**src/rtl/bomb_pkg.sv**
```systemverilog
// bomb_pkg
//   Shared constants and types for the bomb subsystem: tile states, player
//   identifiers, fuse/explosion timing and small helper functions used by
//   the placement arbiter.
package bomb_pkg;

  typedef enum logic [2:0] {
    EMPTY      = 3'd0,
    BOMB_UN    = 3'd1,
    EXP_CENTER = 3'd2,
    EXP_HORIZ  = 3'd3,
    EXP_VERT   = 3'd4
  } tile_state_e;

  typedef enum logic {
    P1 = 1'b0,
    P2 = 1'b1
  } player_e;

  localparam int FUSE         = 60;
  localparam int EXP_HOLD     = 30;
  // A slot stays busy for the fuse plus the cycle the tile engine needs to
  // turn the bomb into an explosion.
  localparam int LIFETIME_DEF = FUSE + 1;
  localparam int NSLOT_DEF    = 4;

  // Capacity of 0 behaves as 1; anything above the slot count saturates.
  function automatic logic [2:0] eff_cap(input logic [2:0] cap,
                                         input logic [2:0] max_slots);
    if (cap == 3'd0)
      return 3'd1;
    else if (cap > max_slots)
      return max_slots;
    else
      return cap;
  endfunction

endpackage

```
**src/rtl/bomb_put_arbiter_if.sv**
```systemverilog
// bomb_put_arbiter_if
//   Player-side and tile-engine-side signals of the bomb placement arbiter.
//   master : drives buttons, coordinates, capacities and tile maps
//   slave  : the arbiter; returns put/deny pulses, live counts and conflict
interface bomb_put_arbiter_if;
  logic         p1_req;
  logic         p2_req;
  logic [7:0]   p1_cor;
  logic [7:0]   p2_cor;
  logic [2:0]   p1_cap;
  logic [2:0]   p2_cap;
  logic [255:0] bomb_un_grid;
  logic [255:0] explode;
  logic         p1_put;
  logic         p2_put;
  logic         p1_deny;
  logic         p2_deny;
  logic [2:0]   p1_active;
  logic [2:0]   p2_active;
  logic         conflict;

  modport master (
    output p1_req, p2_req, p1_cor, p2_cor, p1_cap, p2_cap, bomb_un_grid, explode,
    input  p1_put, p2_put, p1_deny, p2_deny, p1_active, p2_active, conflict
  );

  modport slave (
    input  p1_req, p2_req, p1_cor, p2_cor, p1_cap, p2_cap, bomb_un_grid, explode,
    output p1_put, p2_put, p1_deny, p2_deny, p1_active, p2_active, conflict
  );
endinterface

```
**src/rtl/bomb_slot_tracker.sv**
```systemverilog
// bomb_slot_tracker
//   Per-player fuse slots. Each slot is a down-counter; a slot is busy while
//   its counter is non-zero. An allocate request loads LIFETIME into the
//   lowest free slot. The live count is the popcount of busy slots.
//   clk, reset : clock, async active-high reset
//   i_alloc    : claim a slot this cycle
//   o_active   : number of busy slots (from registered state)
module bomb_slot_tracker
  import bomb_pkg::*;
#(
  parameter int LIFETIME = LIFETIME_DEF,
  parameter int NSLOT    = NSLOT_DEF
) (
  input  logic       clk,
  input  logic       reset,
  input  logic       i_alloc,
  output logic [2:0] o_active
);

  localparam int CW = $clog2(LIFETIME + 1);

  logic [NSLOT-1:0][CW-1:0] r_cnt;
  logic [NSLOT-1:0]         w_busy;
  logic [NSLOT-1:0]         w_pick;
  logic [2:0]               w_count;

  always_comb begin
    w_count = 3'd0;
    for (int i = 0; i < NSLOT; i++) begin
      w_busy[i] = (r_cnt[i] != '0);
      w_count   = w_count + {2'b00, w_busy[i]};
    end
  end

  // Lowest clear bit of w_busy; a slot releasing this cycle still reads busy,
  // so it cannot be handed out again until the following cycle.
  assign w_pick   = ~w_busy & (w_busy + 1'b1);
  assign o_active = w_count;

  always_ff @(posedge clk or posedge reset) begin
    if (reset) begin
      r_cnt <= '0;
    end else begin
      for (int i = 0; i < NSLOT; i++) begin
        if (i_alloc && w_pick[i])
          r_cnt[i] <= CW'(LIFETIME);
        else if (r_cnt[i] != '0)
          r_cnt[i] <= r_cnt[i] - 1'b1;
      end
    end
  end

endmodule

```
**src/rtl/bomb_put_arbiter.sv**
```systemverilog
// bomb_put_arbiter
//   Turns raw placement buttons into single-cycle put/deny pulses. An event is
//   granted when the player has a free slot under its capacity, the tile is
//   neither holding a bomb nor exploding, and it is not the tile granted in
//   the previous cycle (map-update lag). Same-tile collisions between players
//   are settled by a round-robin bit.
//   clk, reset : clock, async active-high reset
//   bus        : bomb_put_arbiter_if.slave (requests, maps, pulses, counts)
//   Optional macro BOMB_ARB_COOLDOWN_EN: per-player lockout of COOLDOWN
//   cycles counted from each put.
module bomb_put_arbiter
  import bomb_pkg::*;
#(
  parameter int LIFETIME  = LIFETIME_DEF,
  parameter int MAX_SLOTS = NSLOT_DEF
`ifdef BOMB_ARB_COOLDOWN_EN
  ,
  parameter int COOLDOWN  = 8
`endif
) (
  input  logic                clk,
  input  logic                reset,
  bomb_put_arbiter_if.slave   bus
);

  logic       r_p1_s1, r_p1_s2, r_p2_s1, r_p2_s2;
  logic       r_p1_put, r_p2_put, r_p1_deny, r_p2_deny, r_conflict;
  player_e    r_rr;
  logic       r_p1_lock_vld, r_p2_lock_vld;
  logic [7:0] r_p1_lock_cor, r_p2_lock_cor;

  logic       w_p1_evt, w_p2_evt;
  logic       w_p1_ok, w_p2_ok;
  logic       w_p1_gnt, w_p2_gnt;
  logic       w_conf;
  logic       w_p1_cd_ok, w_p2_cd_ok;
  logic [2:0] w_p1_active, w_p2_active;
  logic [2:0] w_p1_cap, w_p2_cap;

  assign w_p1_evt = r_p1_s1 & ~r_p1_s2;
  assign w_p2_evt = r_p2_s1 & ~r_p2_s2;

  assign w_p1_cap = eff_cap(bus.p1_cap, 3'(MAX_SLOTS));
  assign w_p2_cap = eff_cap(bus.p2_cap, 3'(MAX_SLOTS));

  assign w_p1_ok = w_p1_evt && (w_p1_active < w_p1_cap)
                   && !bus.bomb_un_grid[bus.p1_cor] && !bus.explode[bus.p1_cor]
                   && !(r_p1_lock_vld && (bus.p1_cor == r_p1_lock_cor))
                   && w_p1_cd_ok;
  assign w_p2_ok = w_p2_evt && (w_p2_active < w_p2_cap)
                   && !bus.bomb_un_grid[bus.p2_cor] && !bus.explode[bus.p2_cor]
                   && !(r_p2_lock_vld && (bus.p2_cor == r_p2_lock_cor))
                   && w_p2_cd_ok;

  // Collision only when both would otherwise be granted; r_rr names the winner.
  assign w_conf   = w_p1_ok && w_p2_ok && (bus.p1_cor == bus.p2_cor);
  assign w_p1_gnt = w_p1_ok && !(w_conf && (r_rr == P2));
  assign w_p2_gnt = w_p2_ok && !(w_conf && (r_rr == P1));

  always_ff @(posedge clk or posedge reset) begin
    if (reset) begin
      r_p1_s1       <= 1'b0;
      r_p1_s2       <= 1'b0;
      r_p2_s1       <= 1'b0;
      r_p2_s2       <= 1'b0;
      r_p1_put      <= 1'b0;
      r_p2_put      <= 1'b0;
      r_p1_deny     <= 1'b0;
      r_p2_deny     <= 1'b0;
      r_conflict    <= 1'b0;
      r_rr          <= P1;
      r_p1_lock_vld <= 1'b0;
      r_p2_lock_vld <= 1'b0;
      r_p1_lock_cor <= 8'h00;
      r_p2_lock_cor <= 8'h00;
    end else begin
      r_p1_s1       <= bus.p1_req;
      r_p1_s2       <= r_p1_s1;
      r_p2_s1       <= bus.p2_req;
      r_p2_s2       <= r_p2_s1;
      r_p1_put      <= w_p1_gnt;
      r_p2_put      <= w_p2_gnt;
      r_p1_deny     <= w_p1_evt && !w_p1_gnt;
      r_p2_deny     <= w_p2_evt && !w_p2_gnt;
      r_conflict    <= w_conf;
      if (w_conf)
        r_rr <= (r_rr == P1) ? P2 : P1;
      r_p1_lock_vld <= w_p1_gnt;
      r_p2_lock_vld <= w_p2_gnt;
      if (w_p1_gnt)
        r_p1_lock_cor <= bus.p1_cor;
      if (w_p2_gnt)
        r_p2_lock_cor <= bus.p2_cor;
    end
  end

`ifdef BOMB_ARB_COOLDOWN_EN
  localparam int CDW = $clog2(COOLDOWN + 1);

  logic [CDW-1:0] r_p1_cd, r_p2_cd;

  assign w_p1_cd_ok = (r_p1_cd == '0);
  assign w_p2_cd_ok = (r_p2_cd == '0);

  always_ff @(posedge clk or posedge reset) begin
    if (reset) begin
      r_p1_cd <= '0;
      r_p2_cd <= '0;
    end else begin
      if (w_p1_gnt)
        r_p1_cd <= CDW'(COOLDOWN);
      else if (r_p1_cd != '0)
        r_p1_cd <= r_p1_cd - 1'b1;
      if (w_p2_gnt)
        r_p2_cd <= CDW'(COOLDOWN);
      else if (r_p2_cd != '0)
        r_p2_cd <= r_p2_cd - 1'b1;
    end
  end
`else
  assign w_p1_cd_ok = 1'b1;
  assign w_p2_cd_ok = 1'b1;
`endif

  bomb_slot_tracker #(
    .LIFETIME (LIFETIME),
    .NSLOT    (MAX_SLOTS)
  ) u_p1_slots (
    .clk      (clk),
    .reset    (reset),
    .i_alloc  (w_p1_gnt),
    .o_active (w_p1_active)
  );

  bomb_slot_tracker #(
    .LIFETIME (LIFETIME),
    .NSLOT    (MAX_SLOTS)
  ) u_p2_slots (
    .clk      (clk),
    .reset    (reset),
    .i_alloc  (w_p2_gnt),
    .o_active (w_p2_active)
  );

  assign bus.p1_put    = r_p1_put;
  assign bus.p2_put    = r_p2_put;
  assign bus.p1_deny   = r_p1_deny;
  assign bus.p2_deny   = r_p2_deny;
  assign bus.conflict  = r_conflict;
  assign bus.p1_active = w_p1_active;
  assign bus.p2_active = w_p2_active;

endmodule

```
**src/flat_wrapper.sv**
```systemverilog
// flat-port wrapper written by rule: the top's interface ports become plain ports
module bomb_put_arbiter_flat import bomb_pkg::*;
#(
  parameter int LIFETIME  = LIFETIME_DEF,
  parameter int MAX_SLOTS = NSLOT_DEF

)
  (clk, reset, bus_p1_req, bus_p2_req, bus_p1_cor, bus_p2_cor, bus_p1_cap, bus_p2_cap, bus_bomb_un_grid, bus_explode, bus_p1_put, bus_p2_put, bus_p1_deny, bus_p2_deny, bus_p1_active, bus_p2_active, bus_conflict);
  bomb_put_arbiter_if bus_i ();
  input  logic clk;
  input  logic reset;
  input wire logic [$bits(bus_i.p1_req)-1:0] bus_p1_req;
  input wire logic [$bits(bus_i.p2_req)-1:0] bus_p2_req;
  input wire logic [$bits(bus_i.p1_cor)-1:0] bus_p1_cor;
  input wire logic [$bits(bus_i.p2_cor)-1:0] bus_p2_cor;
  input wire logic [$bits(bus_i.p1_cap)-1:0] bus_p1_cap;
  input wire logic [$bits(bus_i.p2_cap)-1:0] bus_p2_cap;
  input wire logic [$bits(bus_i.bomb_un_grid)-1:0] bus_bomb_un_grid;
  input wire logic [$bits(bus_i.explode)-1:0] bus_explode;
  output wire logic [$bits(bus_i.p1_put)-1:0] bus_p1_put;
  output wire logic [$bits(bus_i.p2_put)-1:0] bus_p2_put;
  output wire logic [$bits(bus_i.p1_deny)-1:0] bus_p1_deny;
  output wire logic [$bits(bus_i.p2_deny)-1:0] bus_p2_deny;
  output wire logic [$bits(bus_i.p1_active)-1:0] bus_p1_active;
  output wire logic [$bits(bus_i.p2_active)-1:0] bus_p2_active;
  output wire logic [$bits(bus_i.conflict)-1:0] bus_conflict;
  assign bus_i.p1_req = bus_p1_req;
  assign bus_i.p2_req = bus_p2_req;
  assign bus_i.p1_cor = bus_p1_cor;
  assign bus_i.p2_cor = bus_p2_cor;
  assign bus_i.p1_cap = bus_p1_cap;
  assign bus_i.p2_cap = bus_p2_cap;
  assign bus_i.bomb_un_grid = bus_bomb_un_grid;
  assign bus_i.explode = bus_explode;
  assign bus_p1_put = bus_i.p1_put;
  assign bus_p2_put = bus_i.p2_put;
  assign bus_p1_deny = bus_i.p1_deny;
  assign bus_p2_deny = bus_i.p2_deny;
  assign bus_p1_active = bus_i.p1_active;
  assign bus_p2_active = bus_i.p2_active;
  assign bus_conflict = bus_i.conflict;
  bomb_put_arbiter #(.LIFETIME(LIFETIME), .MAX_SLOTS(MAX_SLOTS)) u_core (.clk(clk), .reset(reset), .bus(bus_i));
endmodule
```
**config.mk**
```make
export PLATFORM = sky130hd
export DESIGN_NAME = bomb_put_arbiter_flat
export DESIGN_NICKNAME = d
export VERILOG_FILES = /design/src/rtl/bomb_pkg.sv /design/src/rtl/bomb_put_arbiter_if.sv /design/src/rtl/bomb_slot_tracker.sv /design/src/rtl/bomb_put_arbiter.sv /design/src/flat_wrapper.sv
export SDC_FILE = /design/constraint.sdc
export NUM_CORES = 1
export LEC_CHECK = 0
export CAP_MARGIN = 40
export CORE_AREA = 2 2 216 218
export DETAILED_ROUTE_END_ITERATION = 8
export DIE_AREA = 0 0 218 220
export DONT_BUFFER_PORTS = 1
export GPL_ROUTABILITY_DRIVEN = 0
export PLACE_DENSITY = 0.42
export RECOVER_POWER = 100
export SETUP_SLACK_MARGIN = 0.1
export SLEW_MARGIN = 0
export SYNTH_ARGS = -nofsm -noshare
export SYNTH_HDL_FRONTEND = slang
export SYNTH_SLANG_ARGS = --single-unit
```
**constraint.sdc**
```tcl
create_clock -name clk -period 4.1 [get_ports clk]
set_clock_uncertainty 0.05 [all_clocks]
set_input_delay 0.82 -clock clk [delete_from_list [all_inputs] [get_ports clk]]
set_output_delay 0.82 -clock clk [all_outputs]
set_load 0.05 [all_outputs]
```
# Word-level counts from Yosys, hierarchy flattened
# Cells that the tools add are included.
[classes]
magnitude_cmp = 6
reduce_logical = 54
muxes = 29
eq_ne = 3
add_sub_neg = 16
bitwise_logic = 9
[op_table]
columns = ["operator", "count"]
rows = [
  ["$mux W6", 16],
  ["$reduce_bool A6 Y1", 8],
  ["$sub A6 B1 Y6 const B", 8],
  ["$bmux W1 S8", 4],
  ["$logic_and A1 B1 Y1", 26],
  ["$eq A8 B8 Y1", 3],
  ["$lt A8 B9 Y1 const B", 2],
  ["$reduce_bool A2 Y1", 8],
  ["$mux W3", 4],
  ["$logic_not A1 Y1", 10],
  ["$add A4 B1 Y4 const B", 2],
  ["$and A4 B4 Y4", 2],
  ["$not A4 Y4", 2],
  ["$add A2 B1 Y3", 2],
  ["$add A3 B1 Y3", 2],
  ["$gt A3 B3 Y1 const B", 2],
  ["$logic_not A3 Y1", 2],
  ["$lt A3 B3 Y1", 2],
  ["$mux W1", 5],
  ["$add A1 B1 Y2", 2],
  ["$not A1 Y1", 3],
  ["$and A1 B1 Y1", 2],
]
[totals]
word_cells = 137
inputBits = 538
out_inout_bits = 11
ff_bits = 74

# Depth between registers and ports, before layout
# Gate-level depths: netlist of run 1.
[depth]
word_depth = 16
mapped_depth = 21
depth_no_buf = 19

# By module
# Synthesis of run 1 repeated with hierarchy kept, for this count alone.
[hier_totals]
cells_unflattened = 1240
area_unflattened_um2 = 10088.4
[modules_own_cells]
columns = ["module", "cells_per_inst", "instances", "area_each_um2", "seq_area_each_um2"]
rows = [
  ["bomb_put_arbiter", 946, 1, 7318.3, 650.6],
  ["bomb_slot_tracker", 147, 2, 1385.1, 600.6],
]

# Worst setup path after synthesis of run 1
# No wires, ideal clock.
[synth_path]
kind = "register to register"
from = "register u_core.u_p1_slots.r_cnt[18] in the netlist's numbering"
to = "register u_core.r_p2_lock_cor[0]"
stages_incl_launch_ff = 17
synth_period_minus_slack_ns = 4.613
setup_ns = 0.125
t_required_ns = 3.925
path_buffers = 1
arrival_ns = 4.438
slack_ns = -0.513
path_cell_list = "dfrtp_1 -> inv_1 -> ha_1 -> nand2b_1 -> nor4_1 -> inv_1 -> fa_1 -> ha_1 -> ha_1 -> ha_1 -> o31a_1 -> o21ai_0 -> nand3_1 -> a2111o_1 -> and2_4 -> buf_6 -> mux2_4"
[synth_via]
elab_chain_len = 12
[synth_rtl]
columns = ["element", "line_no", "source"]
rows = [
  ["from (decl)", "bomb_slot_tracker.sv:22", "logic [NSLOT-1:0][CW-1:0] r_cnt;"],
  ["from (signal, indexed assignment)", "bomb_slot_tracker.sv:46", "r_cnt[i] <= CW'(LIFETIME);"],
  ["from (signal, indexed assignment)", "bomb_slot_tracker.sv:48", "r_cnt[i] <= r_cnt[i] - 1'b1;"],
  ["$reduce_bool A6 Y1", "bomb_slot_tracker.sv:30", "w_busy[i] = (r_cnt[i] != '0);"],
  ["$add A3 B1 Y3", "bomb_slot_tracker.sv:31", "w_count = w_count + {2'b00, w_busy[i]};"],
  ["via bus_p1_active[1]", "flat_wrapper.sv:24", "output wire logic [$bits(bus_i.p1_active)-1:0] bus_p1_active;"],
  ["$lt A3 B3 Y1", "bomb_put_arbiter.sv:46", "assign w_p1_ok = w_p1_evt && (w_p1_active < w_p1_cap)"],
  ["$logic_and A1 B1 Y1", "bomb_put_arbiter.sv:46", ""],
  ["$logic_and A1 B1 Y1 (2 in series)", "bomb_put_arbiter.sv:47", "&& !bus.bomb_un_grid[bus.p1_cor] && !bus.explode[bus.p1_cor]"],
  ["$logic_and A1 B1 Y1", "bomb_put_arbiter.sv:48", "&& !(r_p1_lock_vld && (bus.p1_cor == r_p1_lock_cor))"],
  ["$logic_and A1 B1 Y1 (2 in series)", "bomb_put_arbiter.sv:56", "assign w_conf = w_p1_ok && w_p2_ok && (bus.p1_cor == bus.p2_cor);"],
  ["$logic_and A1 B1 Y1", "bomb_put_arbiter.sv:58", "assign w_p2_gnt = w_p2_ok && !(w_conf && (r_rr == P1));"],
  ["$logic_not A1 Y1", "bomb_put_arbiter.sv:58", ""],
  ["$logic_and A1 B1 Y1", "bomb_put_arbiter.sv:58", ""],
  ["to (signal assigned)", "bomb_put_arbiter.sv:93", "r_p2_lock_cor <= bus.p2_cor;"],
  ["to (decl)", "bomb_put_arbiter.sv:30", "logic [7:0] r_p1_lock_cor, r_p2_lock_cor;"],
]
# The timed path passes the listed nets, and every way through them passes these cells.
# A chain may end at the register's enable or synchronous reset.

# Final worst setup path of run 1
[layout_path]
from = "register u_core.u_p2_slots.r_cnt[0] in the netlist's numbering"
to = "register u_core.u_p2_slots.r_cnt[14] in the netlist's numbering"
[layout_via]
elab_chain_len = 16
elab_cells_between_ends = 19
classes_between = "4 x add/sub; 1 x order compare; 1 x mux; 1 x bitwise; 12 x reduce/logical"
[layout_rtl]
columns = ["element", "line_no", "source"]
rows = [
  ["from (decl)", "bomb_slot_tracker.sv:22", ""],
  ["from (signal, indexed assignment)", "bomb_slot_tracker.sv:46", ""],
  ["from (signal, indexed assignment)", "bomb_slot_tracker.sv:48", ""],
  ["$reduce_bool A6 Y1 *", "bomb_slot_tracker.sv:30", ""],
  ["$add A1 B1 Y2", "bomb_slot_tracker.sv:31", ""],
  ["$add A2 B1 Y3", "bomb_slot_tracker.sv:31", ""],
  ["$add A3 B1 Y3", "bomb_slot_tracker.sv:31", ""],
  ["$lt A3 B3 Y1", "bomb_put_arbiter.sv:50", "assign w_p2_ok = w_p2_evt && (w_p2_active < w_p2_cap)"],
  ["$logic_and A1 B1 Y1", "bomb_put_arbiter.sv:50", ""],
  ["$logic_and A1 B1 Y1 (2 in series)", "bomb_put_arbiter.sv:51", "&& !bus.bomb_un_grid[bus.p2_cor] && !bus.explode[bus.p2_cor]"],
  ["$logic_and A1 B1 Y1", "bomb_put_arbiter.sv:52", "&& !(r_p2_lock_vld && (bus.p2_cor == r_p2_lock_cor))"],
  ["$logic_and A1 B1 Y1 (2 in series)", "bomb_put_arbiter.sv:56", ""],
  ["$logic_and A1 B1 Y1", "bomb_put_arbiter.sv:58", ""],
  ["$logic_not A1 Y1", "bomb_put_arbiter.sv:58", ""],
  ["$logic_and A1 B1 Y1", "bomb_put_arbiter.sv:58", ""],
  ["$logic_and A1 B1 Y1 *", "bomb_slot_tracker.sv:45", "if (i_alloc && w_pick[i])"],
  ["$mux W6 or $reduce_bool A2 Y1 (tied branches)", "-", ""],
]
# Mark *: on every way between the ends. The rest lies on a longest branch, timed or not.

==> results of run 1 <==
worst max-delay path: cells and delay by family (launching register included):
kind / cells / cell delay [ns]
AOI/OAI and AO/OA: 5 / 0.61
DFF: 1 / 0.38
adders and majority gates: 5 / 1.16
buffers and inverters: 5 / 0.51
and+or+nand+nor: 5 / 1.27
worst max-delay path by stage:
stage	startpoint	endpoint
after floorplan	u_core.u_p2_slots.r_cnt[1]	u_core.r_p2_lock_cor[0]
after global placement	u_core.u_p2_slots.r_cnt[1]	u_core.u_p2_slots.r_cnt[5]
after detailed placement	u_core.u_p2_slots.r_cnt[1]	u_core.u_p2_slots.r_cnt[1]
after CTS	u_core.u_p2_slots.r_cnt[0]	u_core.r_p2_lock_cor[1]
after global routing	u_core.u_p2_slots.r_cnt[0]	u_core.r_p2_lock_cor[7]
final	u_core.u_p2_slots.r_cnt[0]	u_core.u_p2_slots.r_cnt[14]
area by class of cell:
type                       count  area [um2]
multi-input combinational   1115        7760
fill                        5120       34000
inverter                      45         171
tap                          607         759
antenna                        8        20.0
timing repair buffer         121         967
clock inverter                 6        66.3
sequential                    74        1850
clock buffer                  10         239
report_power, final:
group | internal (mW) | total [mW] | switching, mW
clock | 0.488 | 0.812 | 0.324
combinational | 0.835 | 1.65 | 0.811
sequential | 0.898 | 1.04 | 0.144
total | 2.22 | 3.50 | 1.28
sequential cells by signal, summed over array words and instances, names as in the netlist:
signal and flops:
u_core.bus.p2_deny 1, u_core.bus.p1_put 1, u_core.r_p1_lock_cor 8, u_core.bus.conflict 1
u_core.u_p1_slots.r_cnt 24, u_core.bus.p1_deny 1, u_core.r_p1_s1 1, u_core.r_p1_s2 1
u_core.u_p2_slots.r_cnt 24, u_core.r_p2_lock_cor 8, u_core.r_p2_s1 1, u_core.bus.p2_put 1
u_core.r_rr 1, u_core.r_p2_s2 1
metal layers:
| metal | global-route usage, % | part of all wire, % |
|---|---|---|
| met3 | 5.59 | 7.1 |
| met2 | 43.5 | 49 |
| met5 | 0 | 0.065 |
| met1 | 31.7 | 41 |
| met4 | 7.26 | 2.9 |
metrics by stage:
stage                     utilization [%]  setup WS [ns]  instance area [um2]  setup TNS (ns)  instances
final                                25.8         0.0146                11800               0       1986
after global placement               24.4        -0.0493                11200          -0.847       1946
after global routing                 25.8         -0.115                11800           -2.86       1983
after CTS                            25.3       -0.00605                11600         -0.0163       1967
after floorplan                         -        -0.0560                10100          -0.448       1327
after detailed placement             24.4         -0.153                11200           -4.09       1947
kinds of logic (layout without fill, tap and decap cells):
logic type / after synthesis / in the layout / share of synthesized area (%)
flops: 74 / 74 / 18.6
mux: 71 / 71 / 12.9
other cells: 0 / 8 / 0
compound gates: 402 / 402 / 27.4
fa+ha+maj: 24 / 24 / 3.17
simple gates: 580 / 581 / 27.7
xor+xnor: 37 / 37 / 3.25
buf+inv: 139 / 182 / 6.97
cells in the final DEF (no fill, tap or decap), types with 17 or more instances in the layout:
cell type and count:
sky130_fd_sc_hd__nor2_1 237, sky130_fd_sc_hd__nor3b_1 19, sky130_fd_sc_hd__nor4_1 17, sky130_fd_sc_hd__inv_1 37, sky130_fd_sc_hd__o22ai_1 20, sky130_fd_sc_hd__xor2_1 26, sky130_fd_sc_hd__nand2_1 34, sky130_fd_sc_hd__dfrtp_1 74
sky130_fd_sc_hd__o21ai_0 62, sky130_fd_sc_hd__buf_4 98, sky130_fd_sc_hd__a2111oi_0 18, sky130_fd_sc_hd__a211oi_1 64, sky130_fd_sc_hd__mux4_2 42, sky130_fd_sc_hd__a21oi_1 94, sky130_fd_sc_hd__nor3_1 174
repair_timing:
| action | 4_1_cts | 5_1_grt |
|---|---|---|
| pin swaps | 11 | 14 |
| endpoints found under the hold margin | 0 | 0 |
| gates resized for setup | 20 | 36 |
| buffers inserted | 3 | 11 |
| cloned | 1 | 0 |
| setup endpoints to repair | 66 | 69 |
==> metrics list, run 1 <==
- The commonest cells after synthesis are sky130_fd_sc_hd__nor2_1, sky130_fd_sc_hd__nor3_1, sky130_fd_sc_hd__a21oi_1.
- Setup CP Type: flip-flop to flip-flop
* Number of global-route vias before repair: 11166
- CTS clock-pin slew for the worst setup and hold paths: 0.06 ns
- The die covers 48000 um2.
- Before antenna repair, the detailed router went through 5 iterations.
- Rel. slew slack: -40.4%
* Vias after detailed routing: 11406
* Hold_sp: u_core.r_p1_s1
- Hold EP: u_core.r_p1_s2
* Predominant post-synthesis flop cell: sky130_fd_sc_hd__dfrtp_1
- Placeable core area: 45900 um2
- The worst setup path is launched from a flip-flop.
- The first global-routing pass estimated 85400 um of wire.
- In the synthesized netlist the async set-or-reset flop fraction comes to 100%.
- Measured in cells, the most critical reg-to-reg path has a length of 20.
* Die X: 218 um
- Outcome: finished with violations
* Lkg Pwr: 4.21 nW
- The later pin in the worst-skew pair is clocked with a latency of 0.34 ns.
* Count of boundary I/O pins: 549
- Final Hold Vio Count: 0
* Average cell area after synthesis: 7.51 um2
* CTS root buf: sky130_fd_sc_hd__clkbuf_16
- The total overflow left after global routing is 0.
- Summing every instance area after synthesis gives 9960 um2.
- Violated checks: capacitance limit, slew limit
* Number of vias per cell after detailed routing: 5.74
* RR Endpoint: u_core.u_p2_slots.r_cnt[14]
- Part of the cycle the worst path needs: 99.6%
- Overall power consumption: 3.50 mW
- Peak supply drop: 0.000177 V
- Number of clock buffers inserted by TritonCTS: 9
* Hold Crit Depth: 0
- When the netlist entered floorplanning its net count stood at 1889.
- Cells with a size suffix above 1 make up 18.5% of the layout.
- The worst hold path belongs to the class flip-flop to flip-flop.
* R2R Path Start: u_core.u_p2_slots.r_cnt[0]
* Remaining routing DRC violations: 0
- The number of antenna violations at the first check in global routing was 10.
- Area Growth Syn to Fin: 18.8%
* Routed length per instance: 31.7 um
- TritonCTS clock tree: built
* Crit path max-delay cell type: sky130_fd_sc_hd__or4_4
- Measured along the y axis, the die boundary spans 220 um.
- Row generation in the floorplan step produced 79 rows.
- Delay of the slowest cell on the worst path: 0.53 ns
- Entering global routing, the biggest net connects 178 pins.
* Data arrival, critical path: 4.26 ns
- Yosys reg bits: 74
- Number of enable-type register cells in the synthesized netlist: 0
- Max-cap check violation count: 1
- Clock sink count: 74
- The worst setup path is captured at a flip-flop.
* Worst slew pin tran: 2.11 ns
- By area the synthesized netlist is led by sky130_fd_sc_hd__dfrtp_1, sky130_fd_sc_hd__mux4_2, sky130_fd_sc_hd__nor2_1.
* Max frequency: 245 MHz
- Summed over all instances, the cell type with the most area after synthesis is sky130_fd_sc_hd__dfrtp_1.
* Post-DP HPWL: 51000 um
* IO buf count: 0
* Unrepaired setup endpoints after global routing: true
- CTS H-tree lvls: 3
- CP dominant cell by count: sky130_fd_sc_hd__ha_4
* Cells traversed along the worst timing path: inv_2 > ha_4 > nand2b_4 > or4_4 > inv_4 > fa_1 > inv_1 > ha_2 > ha_4 > ha_4 > o31a_1 > o21ai_1 > and3_4 > o311ai_4 > a211oi_2 > buf_4 > or2_4 > and2_4 > buf_6 > a221o_1
- Count of unique library cells instantiated by Yosys: 80
- At the end of the flow, the number of nets in the layout was 1928.
- Most repeated cell in the gate-level netlist after synthesis: sky130_fd_sc_hd__nor2_1
* Data required time at the worst endpoint: 4.28 ns
* Top cell type's share of synthesized area: 18.6%
- Antenna Nets Post-Route: 0
- Share of synthesized area occupied by flip-flops and latches: 18.6%
- Minimum setup slack among reg-to-reg paths: 0.01 ns
* Iteration-0 DRC Markers: 866
- Final number of setup-violating endpoints: 0
- Overall routing resource usage: 25.3%
- Final critical path time including I/O delays and setup: 4.09 ns
* Starting utilization of the core area: 21.7%
* Largest fanout on the critical path: 5
- In this run the power density over the cells is 296 nW/um2.
- In this run, post-CTS hold repair placed 0 buffers.
- Hold Worst Slack: 0.350 ns
* Routed Wire Length: 62900 um
- The max-slew violation count was 38.
- Number of instances in the synthesized netlist: 1327
* Warning count from the yosys run: 0
- No sink is reached through more buffers than the 2 on the longest clock path.
Power figures use the tool's default switching activity.
==> run 2, diff against run 1 <==
PLACE_DENSITY = 0.41   (was 0.42)
REMOVE_ABC_BUFFERS = 1   (was unset)
clock period = 4.7 ns   (was 4.1 ns; I/O delays follow)
==> metrics list, run 2 (synthesis results as in run 1) <==
- Outcome: finished with violations (unchanged)
* Violated checks: capacitance limit, slew limit (unchanged)
- The kind of cell adding the most delay to the critical path was simple AND/OR/NAND/NOR gates (unchanged).
- The count of buffer and inverter cells on the critical path is 3 (was 5).
- Final critical path time including I/O delays and setup: 4.36 ns (was 4.09 ns)
- The cell area after placement came to 10500 um2 (was 11200 um2).
- Iteration-0 DRC Markers: 1020 (was 866)
- The number of nets in the layout is 1855 (was 1928).
* Cells traversed along the worst timing path: inv_1 > ha_1 > nand2b_1 > or4_1 > inv_1 > fa_1 > inv_1 > ha_1 > ha_1 > ha_1 > o31a_1 > o21ai_1 > and3_4 > nand3_1 > a2111oi_4 > or2_4 > and2_2 > mux2_4 (was inv_2 > ha_4 > nand2b_4 > or4_4 > inv_4 > fa_1 > inv_1 > ha_2 > ha_4 > ha_4 > o31a_1 > o21ai_1 > and3_4 > o311ai_4 > a211oi_2 > buf_4 > or2_4 > and2_4 > buf_6 > a221o_1)
- The slew at the pin with the worst max-slew slack was 2.27 ns (was 2.11 ns).
* IO buf count: 0 (unchanged)
* Overall power consumption: 2.75 mW (was 3.50 mW)
* Remaining routing DRC violations: 0 (unchanged)
- The number of cells on the worst reg-to-reg path was 18 (was 20).
* First-pass DRT Iterations: 6 (was 5)
- Unrepaired setup endpoints after global routing: true (unchanged).
- The leading cell type in the layout, fill and taps excluded was sky130_fd_sc_hd__nor2_1 (unchanged).
- The peak fanout along the critical path came to 7 (was 5).
- The total global routing track utilization is 24.5% (was 25.3%).
- The max-slew violation count came to 70 (was 38).
* CP Launch Point: u_core.u_p2_slots.r_cnt[0] (unchanged)
* Clock sink count: 74 (unchanged)
- The sum of negative setup slack is 0 ns (unchanged).
* Rel. slew slack: -51.2% (was -40.4%)
- The capturing instance or port of the critical path is u_core.r_p2_lock_cor[4] (was u_core.u_p2_slots.r_cnt[14]).
* Pre-CTS setup slack: 0.0221 ns (was -0.153 ns)
- Pin count of the biggest net entering global routing: 178 (unchanged)
- Delay of the slowest cell on the worst path: 0.42 ns (was 0.53 ns)
- R2R Path Start: u_core.u_p2_slots.r_cnt[0] (unchanged)
- Final number of setup-violating endpoints: 0 (unchanged)
- CP dominant cell by count: sky130_fd_sc_hd__ha_1 (was sky130_fd_sc_hd__ha_4)
* Cell row count: 79 (unchanged)
* Nature of the critical path endpoint: flip-flop (unchanged)
* Number of vias per cell after detailed routing: 5.90 (was 5.74)
- Top library cells by usage in the layout, fill and taps aside: sky130_fd_sc_hd__nor2_1, sky130_fd_sc_hd__nor3_1, sky130_fd_sc_hd__a21oi_1 (was sky130_fd_sc_hd__nor2_1, sky130_fd_sc_hd__nor3_1, sky130_fd_sc_hd__buf_4)
- The relative area change from synthesis to final layout came to 9.80% (was 18.8%).
- TritonCTS clock tree: built (unchanged)
- The wire length after detailed routing was 60900 um (was 62900 um).
* Maximum clock insertion buffer count: 2 (unchanged)
* Clock insertion delay at the later pin of the skew report: 0.33 ns (was 0.34 ns)
* Final cell area excluding filler cells: 10900 um2 (was 11800 um2)
- The data arrival at the endpoint of the critical path came to 4.53 ns (was 4.26 ns).
- Post-DP HPWL: 48600 um (was 51000 um)
- Class of the worst hold path: flip-flop to flip-flop (unchanged)
- Final Worst Setup Slack: 0.339 ns (was 0.0146 ns)
- Floorplan die height: 220 um (unchanged)
- Fraction of final layout cells with drive strength greater than 1: 11.0% (was 18.5%)
- The end of the worst register-to-register path is u_core.r_p2_lock_cor[4] (was u_core.u_p2_slots.r_cnt[14]).
- The detail-routed net length per standard cell is 31.7 um (about the same).
- The cts-stage hold buffer count is 0 (unchanged).
* Minimum setup slack among reg-to-reg paths: 0.34 ns (was 0.01 ns)
- The via total after detailed routing came to 11334 (was 11406).
- Data required time at the worst endpoint: 4.87 ns (was 4.28 ns)
- Initial antenna violation count: 25 (was 10)
- CTS root buf: sky130_fd_sc_hd__clkbuf_16 (unchanged)
- The global-route wire length before repair came to 83300 um (was 85400 um).
- Largest registers: u_core.u_p1_slots.r_cnt: 24 flops, u_core.u_p2_slots.r_cnt: 24 flops (unchanged)
- Final Hold Vio Count: 0 (unchanged)
- The global route total overflow is 0 (unchanged).
- Die area: 48000 um2 (unchanged)
* Count of cell instances traversed by the critical path: 18 (was 20)
- Max frequency: 229 MHz (was 245 MHz)
- Pwr per Cell Area: 252 nW/um2 (was 296 nW/um2)
- The number of buffers added by the clock tree synthesis step was 9 (unchanged).
- The cell leakage power was 3.74 nW (was 4.21 nW).
- The total of max-cap violations came to 2 (was 1).
* Antenna Nets Post-Route: 0 (unchanged)
- Crit path max-delay cell type: sky130_fd_sc_hd__or4_1 (was sky130_fd_sc_hd__or4_4)
* Starting utilization of the core area: 21.7% (unchanged)
- Peak supply drop: 0.000158 V (was 0.000177 V)
* Part of the cycle the worst path needs: 92.8% (was 99.6%)
- CTS clock-pin slew for the worst setup and hold paths: 0.06 ns (about the same)
- The via count of the first global-routing pass came to 11175 (was 11166).
- Setup CP Type: flip-flop to flip-flop (unchanged)
- Count of boundary I/O pins: 549 (unchanged)
* Die X: 218 um (unchanged)
- The area of the core was 45900 um2 (unchanged).
- Setup crit start kind: flip-flop (unchanged)
- The maximum level of the CTS H-tree came to 3 (unchanged).
[run 2: changes by cell type in the layout (fill, tap and decap cells not counted), sizes merged]
cell and change:
nand2 +1, clkinvlp -3, clkinv -1, clkbuf +4, buf -75, diode +9
[run 2: how the worst min path moves through the flow]
stage          cells after the start           start  slack, ns                          end
2_1_floorplan                      0  u_core.r_p2_s1       0.31               u_core.r_p2_s2
3_3_place_gp                       0  u_core.r_p1_s1       0.34               u_core.r_p1_s2
3_5_place_dp                       0  u_core.r_p1_s1       0.34               u_core.r_p1_s2
4_1_cts                            1           reset       0.35  u_core.u_p1_slots.r_cnt[17]
5_1_grt                            0  u_core.r_p2_s1       0.37               u_core.r_p2_s2
6_report                           0  u_core.r_p1_s1       0.35               u_core.r_p1_s2
[run 2: metrics by stage]
step                instances  hold slack [ns]  util [%]
floorplan                1233            0.309         -
global placement         1881            0.341      22.9
detailed placement       1883            0.336      23.0
CTS                      1898            0.353      23.7
global route             1908            0.370      23.8
finish                   1921            0.346      23.8
[run 2: what timing repair did]
action | 4_1_cts | 5_1_grt
gates resized for setup | 5 | 17
setup buffers | 0 | 3
pin swaps | 0 | 3
setup endpoints to repair | 27 | 65
cloned | 0 | 2
[run 2: area by class of cell]
| class | count | area [um2] |
|---|---|---|
| Tap cell | 607 | 759 |
| Clock inverter | 2 | 35.0 |
| Inverter | 45 | 169 |
| Multi-Input combinational cell | 1116 | 7480 |
| Clock buffer | 13 | 270 |
| Fill cell | 5132 | 34900 |
| Antenna cell | 17 | 42.5 |
| Timing Repair Buffer | 47 | 333 |
| Sequential cell | 74 | 1850 |
[run 2: report_power, final]
| group | internal, mW | switching (mW) |
|---|---|---|
| Clock | 0.451 | 0.264 |
| Sequential | 0.784 | 0.131 |
| Combinational | 0.513 | 0.608 |
| Total | 1.75 | 1.00 |
[run 2: routing by layer]
| metal | global-route usage [%] | wire [um] |
|---|---|---|
| met5 | 0 | 92 |
| met1 | 30.4 | 25200 |
| met3 | 9.54 | 6980 |
| met4 | 3.92 | 824 |
| met2 | 40.5 | 27900 |
